[src/rtl/measure_rx_stats.sv]
// GMII receive measurement stage: per-window frame/byte counts plus
// latency and source IP taken from embedded measurement frames.
module measure_rx_stats #(
  parameter int unsigned SEC_CYCLES = 125000000,
  parameter logic [31:0] MAGIC      = 32'h3776_0000,
  parameter int unsigned MIN_LEN    = 64
) (
  input  logic        sys_clk,
  input  logic        sys_rst,
  input  logic        gmii_rx_dv,
  input  logic        gmii_rx_er,
  input  logic [7:0]  gmii_rxd,
  input  logic [31:0] global_counter,
  output logic [31:0] rx_pps,
  output logic [31:0] rx_throughput,
  output logic [23:0] rx_latency,
  output logic [31:0] rx_ipv4_ip,
  output logic        rx_frame_valid
);

  typedef enum logic [1:0] {
    IDLE,
    PREAMBLE,
    DATA,
    DROP
  } state_t;

  state_t      state;
  logic [15:0] byte_cnt;
  logic [15:0] ethertype;
  logic [31:0] src_ip;
  logic [31:0] sig;
  logic [31:0] tx_ts;
  logic [31:0] sfd_ts;
  logic [31:0] win_cnt;
  logic [31:0] frame_acc;
  logic [31:0] byte_acc;

  logic        done;
  logic        good;
  logic        meas;
  logic        win_end;
  logic [31:0] diff;
  logic [31:0] add_f;
  logic [31:0] add_b;
  logic [32:0] sum_f;
  logic [32:0] sum_b;
  logic        in_et;
  logic        in_ip;
  logic        in_sig;
  logic        in_ts;

  assign done    = (state == DATA) && !gmii_rx_dv;
  assign good    = done && (byte_cnt >= 16'(MIN_LEN));
  assign meas    = good && (ethertype == 16'h0800)
                   && (sig == MAGIC);
  assign win_end = (win_cnt == 32'(SEC_CYCLES - 1));
  assign diff    = sfd_ts - tx_ts;
  assign add_f   = {31'd0, good};
  assign add_b   = good ? {16'd0, byte_cnt} : 32'd0;
  assign sum_f   = {1'b0, frame_acc} + {1'b0, add_f};
  assign sum_b   = {1'b0, byte_acc} + {1'b0, add_b};

  assign in_et  = (byte_cnt >= 16'd12) && (byte_cnt <= 16'd13);
  assign in_ip  = (byte_cnt >= 16'd26) && (byte_cnt <= 16'd29);
  assign in_sig = (byte_cnt >= 16'd42) && (byte_cnt <= 16'd45);
  assign in_ts  = (byte_cnt >= 16'd46) && (byte_cnt <= 16'd49);

  // Frame parser; header fields are shifted in big-endian.
  always_ff @(posedge sys_clk or negedge sys_rst) begin
    if (!sys_rst) begin
      state     <= IDLE;
      byte_cnt  <= 16'd0;
      ethertype <= 16'd0;
      src_ip    <= 32'd0;
      sig       <= 32'd0;
      tx_ts     <= 32'd0;
      sfd_ts    <= 32'd0;
    end else begin
      unique case (state)
        IDLE: begin
          if (gmii_rx_dv)
            state <= (gmii_rxd == 8'h55) ? PREAMBLE : DROP;
        end
        PREAMBLE: begin
          if (!gmii_rx_dv) begin
            state <= IDLE;
          end else if (gmii_rx_er) begin
            state <= DROP;
          end else if (gmii_rxd == 8'hD5) begin
            state    <= DATA;
            sfd_ts   <= global_counter;
            byte_cnt <= 16'd0;
          end else if (gmii_rxd != 8'h55) begin
            state <= DROP;
          end
        end
        DATA: begin
          if (!gmii_rx_dv) begin
            state <= IDLE;
          end else if (gmii_rx_er) begin
            state <= DROP;
          end else begin
            if (byte_cnt != 16'hFFFF)
              byte_cnt <= byte_cnt + 16'd1;
            unique case (1'b1)
              in_et:   ethertype <= {ethertype[7:0], gmii_rxd};
              in_ip:   src_ip <= {src_ip[23:0], gmii_rxd};
              in_sig:  sig <= {sig[23:0], gmii_rxd};
              in_ts:   tx_ts <= {tx_ts[23:0], gmii_rxd};
              default: ;
            endcase
          end
        end
        DROP: begin
          if (!gmii_rx_dv)
            state <= IDLE;
        end
        default: state <= IDLE;
      endcase
    end
  end

  // A frame finishing on the window's last cycle seeds the next window.
  always_ff @(posedge sys_clk or negedge sys_rst) begin
    if (!sys_rst) begin
      win_cnt       <= 32'd0;
      frame_acc     <= 32'd0;
      byte_acc      <= 32'd0;
      rx_pps        <= 32'd0;
      rx_throughput <= 32'd0;
    end else if (win_end) begin
      win_cnt       <= 32'd0;
      rx_pps        <= frame_acc;
      rx_throughput <= byte_acc;
      frame_acc     <= add_f;
      byte_acc      <= add_b;
    end else begin
      win_cnt   <= win_cnt + 32'd1;
      frame_acc <= sum_f[32] ? 32'hFFFF_FFFF : sum_f[31:0];
      byte_acc  <= sum_b[32] ? 32'hFFFF_FFFF : sum_b[31:0];
    end
  end

  always_ff @(posedge sys_clk or negedge sys_rst) begin
    if (!sys_rst) begin
      rx_latency     <= 24'd0;
      rx_ipv4_ip     <= 32'd0;
      rx_frame_valid <= 1'b0;
    end else begin
      rx_frame_valid <= meas;
      if (meas) begin
        rx_latency <= (|diff[31:24]) ? 24'hFF_FFFF : diff[23:0];
        rx_ipv4_ip <= src_ip;
      end
    end
  end

endmodule

[config.mk]
export PLATFORM = sky130hd
export DESIGN_NAME = measure_rx_stats
export DESIGN_NICKNAME = d
export VERILOG_FILES = /design/src/rtl/measure_rx_stats.sv
export SDC_FILE = /design/constraint.sdc
export NUM_CORES = 1
export LEC_CHECK = 0
export BUFFER_PORTS_ARGS = -buffer_cell sky130_fd_sc_hd__buf_2
export CAP_MARGIN = 40
export CORE_MARGIN = 4
export CORE_UTILIZATION = 25
export CTS_CLUSTER_DIAMETER = 40
export DETAILED_ROUTE_END_ITERATION = 7
export PLACE_DENSITY = 0.44
export SLEW_MARGIN = 20
export SYNTH_ARGS = -nofsm -noshare
export SYNTH_HDL_FRONTEND = slang
export SYNTH_SLANG_ARGS = --single-unit
[constraint.sdc]
create_clock -name sys_clk -period 4.4 [get_ports sys_clk]
set_clock_uncertainty 0.05 [all_clocks]
set_input_delay 0.66 -clock sys_clk [delete_from_list [all_inputs] [get_ports sys_clk]]
set_output_delay 0.66 -clock sys_clk [all_outputs]
set_load 0.1 [all_outputs]
Yosys cells after proc, flatten, opt, wreduce, memory -nomap -nowiden

Cells that the tools add are included.

Mux-type cells: 24
$add $sub $neg: 5
Reductions and logical operators: 19
Order comparisons: 9
Equality and inequality tests: 20
Bitwise operators: 1

Operators with widths:

| kind                                                                                 | count |
|---|---|
| 32-bit two-way mux                                                                   | 5 |
| 16-bit two-way mux                                                                   | 7 |
| 32-bit by 1-bit adder with 33-bit output                                             | 1 |
| 32-bit by 16-bit adder with 33-bit output                                            | 1 |
| 32-bit by 1-bit adder with 32-bit output, second input constant                      | 1 |
| 32-bit by 27-bit == test with 1-bit output, second input constant                    | 1 |
| 32-bit by 30-bit == test with 1-bit output, second input constant                    | 1 |
| 16-bit by 6-bit greater-or-equal comparator with 1-bit output, second input constant | 2 |
| 16-bit by 6-bit <= comparator with 1-bit output, second input constant               | 2 |
| 16-bit one-hot mux with 2 select lines                                               | 1 |
| 32-bit subtractor                                                                    | 1 |
| 24-bit two-way mux                                                                   | 1 |
| 4-bit AND reduction                                                                  | 6 |
| 2-bit two-way mux                                                                    | 9 |
| 16-bit by 1-bit adder with 16-bit output, second input constant                      | 1 |
| 16-bit by 12-bit == test with 1-bit output, second input constant                    | 1 |
| 16-bit by 4-bit greater-or-equal comparator with 1-bit output, second input constant | 1 |
| 16-bit by 5-bit greater-or-equal comparator with 1-bit output, second input constant | 1 |
| 16-bit by 7-bit greater-or-equal comparator with 1-bit output, second input constant | 1 |
| 16-bit by 4-bit <= comparator with 1-bit output, second input constant               | 1 |
| 16-bit by 5-bit <= comparator with 1-bit output, second input constant               | 1 |
| 16-bit inequality test, second input constant                                        | 1 |
| 2-bit inequality test, second input constant                                         | 7 |
| 8-bit by 7-bit == test with 1-bit output, second input constant                      | 1 |
| 15 further kinds                                                                     | 23 |

Output and inout port bits: 121
Flip-flop bits (word level): 379
Input bits: 44
Logic and storage cells: 93

Depth between registers and ports, before layout

Word-level depth: 7
Gate-level depth with buffers: 17
Depth with buffers taken out: 16

Least setup slack after synthesis

Ideal clock, no wire load.

Kind: input to register
Start point: input gmii_rx_dv
End point: register frame_acc[0]
Path slack: 798 ps
Arrival time: 3474 ps
Buffers on the path: 2
Cell stages on the path: 15
Cell sequence: nor2_1 > nand2_1 > inv_1 > ha_1 > ha_1 > and3_1 > and3_1 > clkbuf_1 > nand3_1 > nor4_1 > nand3b_1 > nor2_1 > clkbuf_1 > nor3_1 > a21oi_1

Word-level cells in the longest chain between the ends: 6

Ends and longest elaborated chain:

| what                                     | line | source |
|---|---|---|
| start, declared                          | 10   | `input logic gmii_rx_dv,` |
| 1-bit zero test (*)                      | n/a  |  |
| 1-bit logical AND (*)                    | 53   | `assign done = (state == DATA) && !gmii_rx_dv;` |
| 1-bit logical AND (*)                    | 54   | `assign good = done && (byte_cnt >= 16'(MIN_LEN));` |
| 32-bit by 1-bit adder with 33-bit output | 61   | `assign sum_f = {1'b0, frame_acc} + {1'b0, add_f};` |
| 32-bit two-way mux                       | 140  | `frame_acc <= sum_f[32] ? 32'hFFFF_FFFF : sum_f[31:0];` |
| 32-bit two-way mux (*)                   | 132  | `end else if (win_end) begin` |
| end signal, assigned                     | 140  |  |
| end, declared                            | 36   | `logic [31:0] frame_acc;` |

Mark *: on every way between the ends. The rest lies on a longest branch, timed or not.
A chain may end at the register's enable or synchronous reset.

Worst setup path after layout

Start point: register byte_cnt[14]
End point: register byte_acc[15]

Word-level cells in the longest chain between the ends: 6

Ends and longest elaborated chain:

| what                                                          | line | source |
|---|---|---|
| start, declared                                               | 29   | `logic [15:0] byte_cnt;` |
| start signal, assigned                                        | 105  | `byte_cnt <= byte_cnt + 16'd1;` |
| 16-bit by 7-bit greater-or-equal comparator with 1-bit output | 54   |  |
| 1-bit logical AND                                             | 54   |  |
| 16-bit two-way mux (*)                                        | 60   | `assign add_b = good ? {16'd0, byte_cnt} : 32'd0;` |
| 32-bit by 16-bit adder with 33-bit output                     | 62   | `assign sum_b = {1'b0, byte_acc} + {1'b0, add_b};` |
| 32-bit two-way mux                                            | 141  | `byte_acc <= sum_b[32] ? 32'hFFFF_FFFF : sum_b[31:0];` |
| 32-bit two-way mux (*)                                        | 132  |  |
| end signal, assigned                                          | 141  |  |
| end, declared                                                 | 37   | `logic [31:0] byte_acc;` |

Marks and branches as above.

==> impl_metrics.ini <==
[die]
start_util_pct = 25.2
io_pins = 165
fp.dieW_um = 277
coreArea_um2 = 71500
die_y_um = 277
fp-row-count = 98
die_area_um2 = 76500

[run_status]
status = finished clean

[power]
powerDensity_nw_per_um2 = 430
max-vdd-ir-drop_v = 0.000268
p_leak_nw = 11.2

[detailed_routing]
ant_nets = 0
via_count = 12900
dr.pass1.iters = 5
first_iter_violations = 711
wl_um = 46200
drc_errors = 0
wl_per_cell_um = 16.3
viasPerCell = 4.57

[logic_synthesis]
ys_seq_area_share_pct = 52.6
syn_area_per_cell_um2 = 11.1
synth_edf_count = 0
async_flop_share_pct = 100
mappedNetlistArea_um2 = 18000
synthCells = 1625
ys_types = 69
ys_seq_elements = 379
synth_warnings = 0
syn-num-nets = 1725
ys.flop_type = dfrtp_1

[grt]
grt_use_total_pct = 12.0
grt_max_degree = 88
grt_remaining_overflow = 0
grt_pass1_wl_um = 75700
grt_pass1_vias = 13600
antenna_found_initial = 9

[clocking]
cts_root_buf = clkbuf_16
path_clk_slew_ns = 0.05
clock-sinks = 379
cts-htree-levels = 3
clock_latency_ns = 0.59
post_cts_resized = 0
tritoncts = done
numCtsBuffers = 71
clockBufferDepth = 3

[critical_path]
crit_fanout = 14
worstSetupPathType = flop to flop
cp-end-kind = flop
worstPathArrival_ns = 4.38
critPathLaunchType = flop
worst-endpoint-required_ns = 4.79

[finish]
finish.net_count = 1922
layout.cells.non_filler = 2830
final_cell_mix = dfrtp_1, mux2_2, buf_2, nor2_1, nand2_1
final_common_cell = dfrtp_1
drive_gt1_share_pct = 28.9
area_growth_pct = 25.2

[sta]
relSlewSlack_pct = 49.3
hold_viol = 0
fin_tns_setup_ns = 0
fin_crit_ns = 4.00
fmaxAchievable_mhz = 250
rsz0062_at_grt = no
drv_slew = 0
worst_pin_slew_ns = 0.758
fin_hold_ws_ns = 0.246
finalCritPeriodShare_pct = 90.8
setup_violations = 0

[flow_run]
cap_viol_max_count = 0

[placement]
place_congestion = 0.825
post-place-cells = 2698
io_buffers = 164
dpl.hpwl_um = 32500

[min_path]
hold_path_class = primary input to flop
[state kept, by name, indices dropped and copies added (netlist names), 16 cells and up]
name / flops
sig: 32
frame_acc: 32
tx_ts: 32
byte_cnt: 16
rx_throughput: 32
rx_latency: 24
win_cnt: 32
rx_pps: 32
sfd_ts: 32
ethertype: 16
byte_acc: 32
src_ip: 32
rx_ipv4_ip: 32
[logic make-up after synthesis]
family / after synthesis / share of synthesized area [%]
AND/OR/NAND/NOR: 462 / 12.6
flip-flops: 379 / 52.6
AO/OA/AOI/OAI: 266 / 8.95
multiplexers: 221 / 13.8
buffers and inverters: 136 / 3.05
XOR/XNOR: 105 / 5.10
adder cells (fa/ha/maj): 56 / 3.97
[final timing paths]
check,endpoint,slack [ns],startpoint,cells after the start
hold reg to reg,win_cnt[31],0.42,win_cnt[31],1
min in group asynchronous,rx_throughput[27],0.57,sys_rst,2
hold / removal,sfd_ts[0],0.25,global_counter[0],3
max in group asynchronous,byte_cnt[15],2.76,sys_rst,3
setup reg to reg,byte_acc[15],0.40,byte_cnt[14],17
setup / recovery,byte_acc[15],0.40,byte_cnt[14],17
[layout make-up]
class | instances | area [um^2]
fill | 7292 | 48900
sequential | 379 | 9480
multi-input combinational | 1110 | 8040
clock buffer | 85 | 1920
tap | 950 | 1190
timing repair buffer | 189 | 1100
clock inverter | 43 | 566
inverter | 71 | 267
antenna | 3 | 7.51
[worst max-delay path, stage by stage (launching register included)]
cell      delay (ns)
dfrtp_1         0.42
nor4_1          0.32
nand3_1         0.21
nand2_1         0.20
buf_4           0.15
nor2_1          0.05
ha_1            0.21
fa_1            0.42
a21o_1          0.21
a21oi_1         0.28
o211ai_1        0.20
nand3_1         0.14
nand3b_1        0.11
o21bai_1        0.31
nor3_1          0.10
buf_4           0.21
nor3_1          0.21
a21oi_1         0.07
[layer usage]
metal / global-route usage (%) / vias up / share of wire [%]
met1: 16.1 / 6401 / 47
met3: 3.34 / 78 / 5.5
met5: 0 / - / 0.11
met4: 3.24 / 8 / 1.9
met2: 19.0 / 260 / 45
li1: - / 6188 / -
[report_power, final]
group / switching (mW) / internal [mW] / total [mW]
registers: 0.0679 / 3.55 / 3.62
clock network: 1.89 / 3.73 / 5.62
logic: 0.290 / 0.166 / 0.456
total: 2.25 / 7.45 / 9.70
[Yosys cell counts (5+ instances only)]
cell / instances / area share (%)
a21oi_1: 107 / 3.0
o22a_1: 5 / 0.24
nor3_1: 38 / 1.1
a211oi_1: 8 / 0.33
nor4_1: 15 / 0.52
a41oi_1: 6 / 0.29
or3_1: 12 / 0.42
xor2_1: 46 / 2.2
o21a_1: 6 / 0.25
and3_1: 23 / 0.80
nor2_1: 124 / 2.6
o21bai_1: 6 / 0.25
nand4_1: 30 / 1.0
nand3_1: 52 / 1.4
o21ai_0: 61 / 1.7
o211ai_1: 13 / 0.54
xnor2_1: 59 / 2.9
nand3b_1: 5 / 0.21
ha_1: 54 / 3.7
inv_1: 70 / 1.5
and2_1: 5 / 0.17
mux2i_1: 6 / 0.33
nor2b_1: 8 / 0.28
a21o_1: 16 / 0.67
clkbuf_1: 48 / 1.0
a31oi_1: 13 / 0.45
nand2b_1: 10 / 0.35
buf_2: 12 / 0.33
dfrtp_1: 379 / 53
mux2_2: 215 / 13
nand2_1: 114 / 2.4
[through the flow]
step / area, um^2 / power (mW) / setup WS, ns / util [%]
2_1_floorplan: 18000 / 3.93 / 0.798 / -
3_3_place_gp: 20000 / 4.13 / 0.358 / 28.0
3_5_place_dp: 20100 / 4.14 / 0.371 / 28.1
4_1_cts: 22600 / 9.87 / 0.343 / 31.6
5_1_grt: 22600 / 10.1 / 0.000357 / 31.6
6_report: 22600 / 9.70 / 0.404 / 31.6
[repair_timing]
action / CTS / global route
hold buffers: 1 / 0
hold endpoints to repair: 55 / 0
setup buffers: 0 / 0
Note: power is estimated with default switching activity, not from simulation.
